## config.mk

```make
export PLATFORM = sky130hd
export DESIGN_NAME = jtopl_eg_sched
export DESIGN_NICKNAME = d
export VERILOG_FILES = /design/src/rtl/jtopl_eg_sched.sv
export SDC_FILE = /design/constraint.sdc
export NUM_CORES = 1
export LEC_CHECK = 0
export CAP_MARGIN = 20
export CORE_UTILIZATION = 60
export DETAILED_ROUTE_END_ITERATION = 8
export PLACE_DENSITY = 0.83
export RECOVER_POWER = 100
export SYNTH_ARGS = -nofsm -noshare
export SYNTH_HDL_FRONTEND = slang
export SYNTH_SLANG_ARGS = --single-unit
```

## constraint.sdc

```tcl
create_clock -name clk -period 5.3 [get_ports clk]
set_clock_uncertainty 0.15 [all_clocks]
set_input_delay 1.06 -clock clk [delete_from_list [all_inputs] [get_ports clk]]
set_output_delay 1.06 -clock clk [all_outputs]
set_load 0.05 [all_outputs]
```

## src/rtl/jtopl_eg_sched.sv

```systemverilog
// Slot sequencer for the envelope-generator controller: walks the operator slots,
// holds per-slot EG state and key-on history, runs the global envelope counter.
module jtopl_eg_sched #(
   parameter int SLOTS = 18,
   parameter int CNTW  = 15
) (
   input  logic             clk,
   input  logic             rst,
   input  logic             cen,
   input  logic [SLOTS-1:0] keyon,
   input  logic [1:0]       ks,
   input  logic [2:0]       state_next,
   input  logic [4:0]       base_rate,
   output logic [4:0]       slot,
   output logic [2:0]       state_in,
   output logic             keyon_now,
   output logic             keyoff_now,
   output logic [5:0]       rate,
   output logic             step_en,
   output logic [CNTW-1:0]  eg_cnt,
   output logic             sample
);

   localparam logic [4:0] SLOT_LAST = 5'(SLOTS - 1);

   logic [4:0]       slot_q, slot_d;
   logic [CNTW-1:0]  cnt_q, cnt_d;
   logic [2:0]       state_q [SLOTS];
   logic [SLOTS-1:0] prev_q;
   logic             last_slot;

   logic [6:0]       rate_sum;
   logic [3:0]       sh;
   logic [11:0]      step_mask;

   assign last_slot = (slot_q == SLOT_LAST);

   // NOTE: every signal driven here gets a default first so no latch is inferred.
   always_comb begin
      slot_d = slot_q;
      cnt_d  = cnt_q;
      if (cen) begin
         if (last_slot) begin
            slot_d = '0;
            cnt_d  = cnt_q + CNTW'(1);
         end else begin
            slot_d = slot_q + 5'd1;
         end
      end
   end

   // NOTE: sequential state uses non-blocking assignments only. The state memory
   // is cleared on reset because a reset must leave every slot in release.
   always_ff @(posedge clk) begin
      if (rst) begin
         slot_q <= '0;
         cnt_q  <= '0;
         prev_q <= '0;
         for (int i = 0; i < SLOTS; i++) state_q[i] <= 3'b000;
      end else begin
         slot_q <= slot_d;
         cnt_q  <= cnt_d;
         if (cen) begin
            state_q[slot_q] <= state_next;
            prev_q[slot_q]  <= keyon[slot_q];
         end
      end
   end

   assign slot       = slot_q;
   assign eg_cnt     = cnt_q;
   assign sample     = last_slot;
   assign state_in   = state_q[slot_q];
   assign keyon_now  =  keyon[slot_q] & ~prev_q[slot_q];
   assign keyoff_now = ~keyon[slot_q] &  prev_q[slot_q];

   // Effective rate: doubled base rate plus key-scale, clamped to the 6-bit range.
   assign rate_sum = {1'b0, base_rate, 1'b0} + {5'd0, ks};

   always_comb begin
      rate = 6'd0;
      if (base_rate != 5'd0) rate = (rate_sum > 7'd63) ? 6'd63 : rate_sum[5:0];
   end

   // Step once every 2^(12-sh) samples; the mask covers eg_cnt[11-sh:0].
   assign sh        = rate[5:2];
   assign step_mask = 12'hFFF >> sh;

   always_comb begin
      step_en = 1'b0;
      if (rate != 6'd0) step_en = (sh >= 4'd12) || ((cnt_q[11:0] & step_mask) == 12'd0);
   end

endmodule

```

# Word level (Yosys, flattened, before mapping)
# Memories as Yosys holds them, arrays and structs flattened. A register that Yosys moved wholly into a read port is not among the register bits.
# Cells that the tools add are included.
classes:
  add_sub_neg: 3
  mul: 0
  n_div: 0
  magnitude_cmp: 4
  n_eq_ne: 1
  n_shift: 1
  muxes: 21
  bitwise: 5
  reduce_logical: 7
ops:
  columns: ["operator", "count"]
  rows:
  - ["2-to-1 mux 5 bit", 4]
  - ["bitwise mux 18 bit", 1]
  - ["adder 15 x 1 -> 15 bit, second input constant", 1]
  - ["bitwise AND 12 bit", 1]
  - ["logical NOT 12 bit", 1]
  - ["2-to-1 mux 6 bit", 2]
  - ["right shift 12 x 4 -> 12 bit, first input constant", 1]
  - ["binary-select mux 1 bit (select 5 bit)", 2]
  - ["2-to-1 mux 1 bit", 10]
  - ["adder 6 x 2 -> 7 bit", 1]
  - ["greater-than comparator 7 x 6 -> 1 bit, second input constant", 1]
  - ["less-than comparator 5 x 6 -> 1 bit, second input constant", 1]
  - ["nonzero test 6 bit", 1]
  - ["adder 5 x 1 -> 5 bit, second input constant", 1]
  - ["demux 1 bit (select 5 bit)", 1]
  - ["equality test 5 bit, second input constant", 1]
  - [">= comparator 5 x 1 -> 1 bit, second input constant", 1]
  - ["nonzero test 5 bit", 1]
  - [">= comparator 4 bit, second input constant", 1]
  - ["2-to-1 mux 3 bit", 1]
  - ["OR reduction 3 bit", 1]
  - ["bitwise AND 1 bit", 2]
  - ["NOT 1 bit", 2]
  - ["AND reduction 2 bit", 1]
  - ["2 further kinds", 2]
word_totals:
  ff_bits: 38
  latch_bits: 0
  ramBits: 54
  romBits: 0
  inputBits: 31
  out_inout_bits: 33
  wordCells: 46
  mem_count: 1
memory_table:
  columns: ["memory", "words", "word_bits", "rd", "rd_clocked_by_memory_dff", "wr", "line", "rtl"]
  rows:
  - ["state_q", 18, 3, 1, 1, 18, "28", "logic [2:0] state_q [SLOTS];"]

# Longest topological paths before layout
depth:
  word_depth: 9
  ltp_mapped: 9
  depth_no_buf: 9

# Worst setup path after synthesis
# No wires, ideal clock.
synth_path:
  kind: "input to output"
  startpoint: "in ks[1]"
  endpoint: "out step_en"
  arrival_time_ns: 3.294
  t_required_ns: 4.090
  slack_ns: 0.796
  cell_stages: 9
  path_buffers: 0
  cell_sequence: "ha_1 > ha_1 > and3_1 > a21o_1 > inv_1 > nand2_1 > o211ai_1 > a41oi_1 > o22ai_1"
synth_via:
  elab_chain_cells: 9
  word_cells_on_any_way: 11
  cone_classes: "1 x add/sub; 2 x order compare; 1 x shift; 3 x mux; 1 x bitwise; 3 x reduce/logical"
synth_lines:
  columns: ["element", "line", "rtl"]
  rows:
  - ["start, declared", "11", "input logic [1:0] ks,"]
  - ["adder 6 x 2 -> 7 bit *", "78", "assign rate_sum = {1'b0, base_rate, 1'b0} + {5'd0, ks};"]
  - ["greater-than comparator 7 x 6 -> 1 bit", "82", "if (base_rate != 5'd0) rate = (rate_sum > 7'd63) ? 6'd63 : rate_sum[5:0];"]
  - ["2-to-1 mux 6 bit * (2 in a row)", "82", null]
  - ["net rate[5]", "18", "output logic [5:0] rate,"]
  - ["right shift 12 x 4 -> 12 bit", "87", "assign step_mask = 12'hFFF >> sh;"]
  - ["bitwise AND 12 bit", "91", "if (rate != 6'd0) step_en = (sh >= 4'd12) || ((cnt_q[11:0] & step_mask) == 12'd0);"]
  - ["logical NOT 12 bit", "91", null]
  - ["logical OR 1 bit", "91", null]
  - ["2-to-1 mux 1 bit *", "91", null]
  - ["end, declared", "19", "output logic step_en,"]
# The timed path passes the listed nets; every way through them passes the cells marked *.

# Final worst setup path
layout_path:
  startpoint: "reg slot_q[0] (netlist: slot[0])"
  endpoint: "out keyoff_now"
layout_via:
  elab_chain_cells: 4
  word_cells_on_any_way: 6
  cone_classes: "4 x mux; 2 x bitwise"
layout_lines:
  columns: ["element", "line", "rtl"]
  rows:
  - ["start, declared", "26", "logic [4:0] slot_q, slot_d;"]
  - ["start signal, assigned", "61", "slot_q <= slot_d;"]
  - ["binary-select mux 1 bit (select 5 bit)", "75", "assign keyoff_now = ~keyon[slot_q] & prev_q[slot_q];"]
  - ["2-to-1 mux 1 bit (not written as such)", "75", null]
  - ["NOT 1 bit", "75", null]
  - ["bitwise AND 1 bit *", "75", null]
  - ["end, declared", "17", "output logic keyoff_now,"]
# Every way passes the cells marked *; elsewhere a longest branch is shown, timed or not. The select of a mux whose other input is x is not followed.

==> results by group <==
Routing
  • Uppermost routed layer: met4
  • Routed Antenna Nets: 0
  • Iteration-0 DRC Markers: approximately 350
  • WL/cell: between 20 and 25 um
  • Met3 WL: 1260 um
  • Metal2 WL: slightly below 8000 um
  • DRC: 0
  • Total number of vias: ~4.7k
  • First-pass detailed-route iteration total: 5
  • Routed Wire Length: roughly 15000 um
  • DR vias/cell: ~6.3
  • DRT met1 WL: roughly 5800 um

Floorplanning
  • Die height: about 110 um
  • Site Rows: 37
  • Core ar.: between 10000 and 15000 sq um
  • Die area: between 10000 and 15000 sq um
  • DIE WIDTH: about 110 um
  • Initial Utilization: ~63%
  • Ports: 64

CTS
  • Clk buf depth: 2
  • CTS tree: done
  • CTS Hold Buffers Added: 0
  • Clock Latency Late Sink: 0.53 ns
  • H-tree Lvls: 4
  • Resized Gates After CTS: 0
  • Num CTS Buffers: 17
  • Post-CTS Setup Inserts: 0
  • Clk sinks: about 140
  • Root Buffer: clkbuf_8
  • CTS clk-pin slew, worst paths: ~0.06 ns

Timing
  • Setup-failing EPs final: 0
  • Setup ws final: about 0.4 ns
  • Tmin final: between 4 and 5 ns
  • Final Hold Fails: 0
  • Slew at the pin closest to its max-slew limit: between 1 and 1.5 ns
  • Slew Viols, Final: 0
  • Setup_tns: 0 ns
  • Highest clock rate: around 0.20 GHz
  • Worst slew margin: between 30% and 40%
  • RSZ-0062 raised after global routing: false
  • Final Cycle Share: 92.4%

Worst setup path
  • Critical R2R Launch: slot[0]$_SDFFE_PP0P_
  • CP max FO: 15
  • Critical Path Start Type: register
  • Critical path endpoint category: output port
  • Critical Path RT: around 4.1 ns
  • Worst EP arrival: between 3 and 4 ns
  • Crit. Startpoint: slot[0]$_SDFFE_PP0P_
  • Crit Path Category: reg -> out

Synthesis
  • Synth Flop Type: edfxtp_1
  • EDFF count, synth: between 90 and 100
  • Synth top area share: roughly 44%
  • Cells after Synth: about 530
  • Synth cell types: 48
  • Mapped Area: between 6000 and 7000 sq um
  • Syn nets: between 500 and 600
  • Avg Inst Size Synth: between 10 and 15 sq um
  • Synth warn: 0
  • Synth area leader: edfxtp_1
  • Ys async rst share: 0%
  • Ranking of synthesized cells by area: edfxtp_1, dfxtp_1, mux4_2
  • Sequential share of the synthesized area: a little under three fifths
  • Post-synthesis register bit count: 139

Hold path
  • Worst hold path class: reg -> reg
  • Hold Startpoint: prev_q[10]$_SDFFE_PP0P_

Power and ir drop
  • Internal cell power: approximately 2 mW
  • Pleak: approximately 2.8 nW
  • Sw Pwr: 584 uW
  • Logic pwr share: 8.8%
  • Clock power frac: 44.8%
  • Seq pwr share: 46.4%
  • Total power: between 2 and 3 mW
  • Worst vdd ir: roughly 0.22 mV
  • Net switching fraction of the power: ~23%
  • Pwr dens: 328 nW/um^2

Placed design
  • Routability cong.: 0.835
  • Inst Count DP: 710
  • Count of buffers from port buffering: 63
  • Pre-CTS WS: 0.628 ns
  • Placement Cell Area: 7270 sq um
  • DP HPWL: 10100 um

Finish
  • Nets@finish: ~630
  • Final std cells w/o fill: 743
  • Area Overhead vs Synth: 19.5%
  • Share of cells above drive strength 1: approximately 14%
  • Antenna diodes: 0
  • Fin area: roughly 7800 sq um

Job
  • Max-cap check violation count: 0

Run status
  • Status: complete, no violations

Global routing
  • First-pass GRT wire length: between 20000 and 25000 um
  • Grt total ovfl: 0
  • Gr usage total: 28.9%
  • Vias in the first global route: approximately 4.8k
  • Initial antenna violation count: 0
  • Largest net degree at the start of global routing: between 60 and 70
-- layout make-up --
| type | count | area [sq um] |
|---|---|---|
| multi-input combinational | 355 | 2640 |
| clock inverter | 13 | 150 |
| clock buffer | 19 | 422 |
| inverter | 10 | 37.5 |
| tap | 136 | 170 |
| sequential | 139 | 3740 |
| fill | 686 | 2640 |
| timing repair buffer | 71 | 662 |
-- worst max-delay path: stages, from the launching register on --
cell,delay [ns]
dfxtp_1,0.76
clkbuf_1,0.42
mux4_2,0.57
a32oi_1,0.19
o211ai_1,0.19
nor2_1,0.14
dlygate4sd3_1,0.89
-- layout by cell type, fill, tap and decap left out, types with 5 or more instances in the layout --
cell,netlist,routed
a21oi_1,6,6
a31oi_1,5,5
and3_1,7,7
buf_4,1,5
clkbuf_1,20,7
clkbuf_16,0,16
clkdlybuf4s50_1,0,30
dfxtp_1,43,43
dlygate4sd3_1,0,30
edfxtp_1,96,96
ha_1,8,8
inv_1,10,10
mux2_2,6,6
mux2i_1,14,14
mux4_2,38,38
nand2_1,38,38
nand2b_1,19,19
nand3_1,19,19
nand4_1,7,7
nor2_1,109,109
nor3_1,19,19
xnor2_1,5,5
xor2_1,10,10
-- registers in the layout, indices dropped and copies added, names as in the netlist, named ones only --
name	flops
prev_q	18
state_q	96
slot	5
eg_cnt	15
-- stage by stage --
step           hold slack [ns]  util (%)
6_report                 0.340      74.8
5_1_grt                  0.391      74.8
4_1_cts                  0.348      74.9
3_5_place_dp             0.334      69.4
3_3_place_gp             0.319      69.4
2_1_floorplan            0.305         -
-- kinds of logic after synthesis --
group	synth area share [%]
xor+xnor	2.01
compound gates	3.53
buf+inv	2.52
simple gates	16.8
fa+ha+maj	1.53
mux	16.4
flops	57.2
-- cell usage after synthesis, types with 3 or more instances --
| cell | n |
|---|---|
| mux2i_1 | 14 |
| and3_1 | 7 |
| a21oi_1 | 6 |
| nor2_1 | 109 |
| buf_2 | 3 |
| or2_2 | 3 |
| a31oi_1 | 5 |
| nand4_1 | 7 |
| and2_1 | 6 |
| nand2_1 | 38 |
| xnor2_1 | 5 |
| nor4_1 | 3 |
| xor2_1 | 10 |
| o21ai_0 | 4 |
| nor3_1 | 19 |
| nand3_1 | 19 |
| mux2_2 | 6 |
| inv_1 | 10 |
| nand2b_1 | 19 |
| ha_1 | 8 |
| edfxtp_1 | 96 |
| mux4_2 | 38 |
| dfxtp_1 | 43 |
| clkbuf_1 | 20 |
-- routing by layer --
| metal | up-vias | track usage (%) |
|---|---|---|
| met4 | 0 | 11.7 |
| met3 | 44 | 7.60 |
| met2 | 251 | 48.1 |
| met5 | - | 0 |
| met1 | 2293 | 36.2 |
| li1 | 2084 | - |
-- path summary, 6_finish.rpt --
kind | endpoint | slack, ns | depth (start not counted)
max | keyoff_now | 0.40 | 6
min | prev_q[10]$_SDFFE_PP0P_ | 0.34 | 2
max reg2reg | prev_q[7]$_SDFFE_PP0P_ | 2.03 | 7
min reg2reg | prev_q[10]$_SDFFE_PP0P_ | 0.34 | 2
-- power by group through the flow --
stage / logic (mW) / clock network, mW / registers (mW)
floorplan: 0.156 / 0 / 1.21
global placement: 0.224 / 0 / 1.21
detailed placement: 0.228 / 0 / 1.21
CTS: 0.232 / 1.15 / 1.19
global route: 0.242 / 1.20 / 1.19
finish: 0.227 / 1.15 / 1.19
Note: power is estimated with default switching activity, not from simulation.
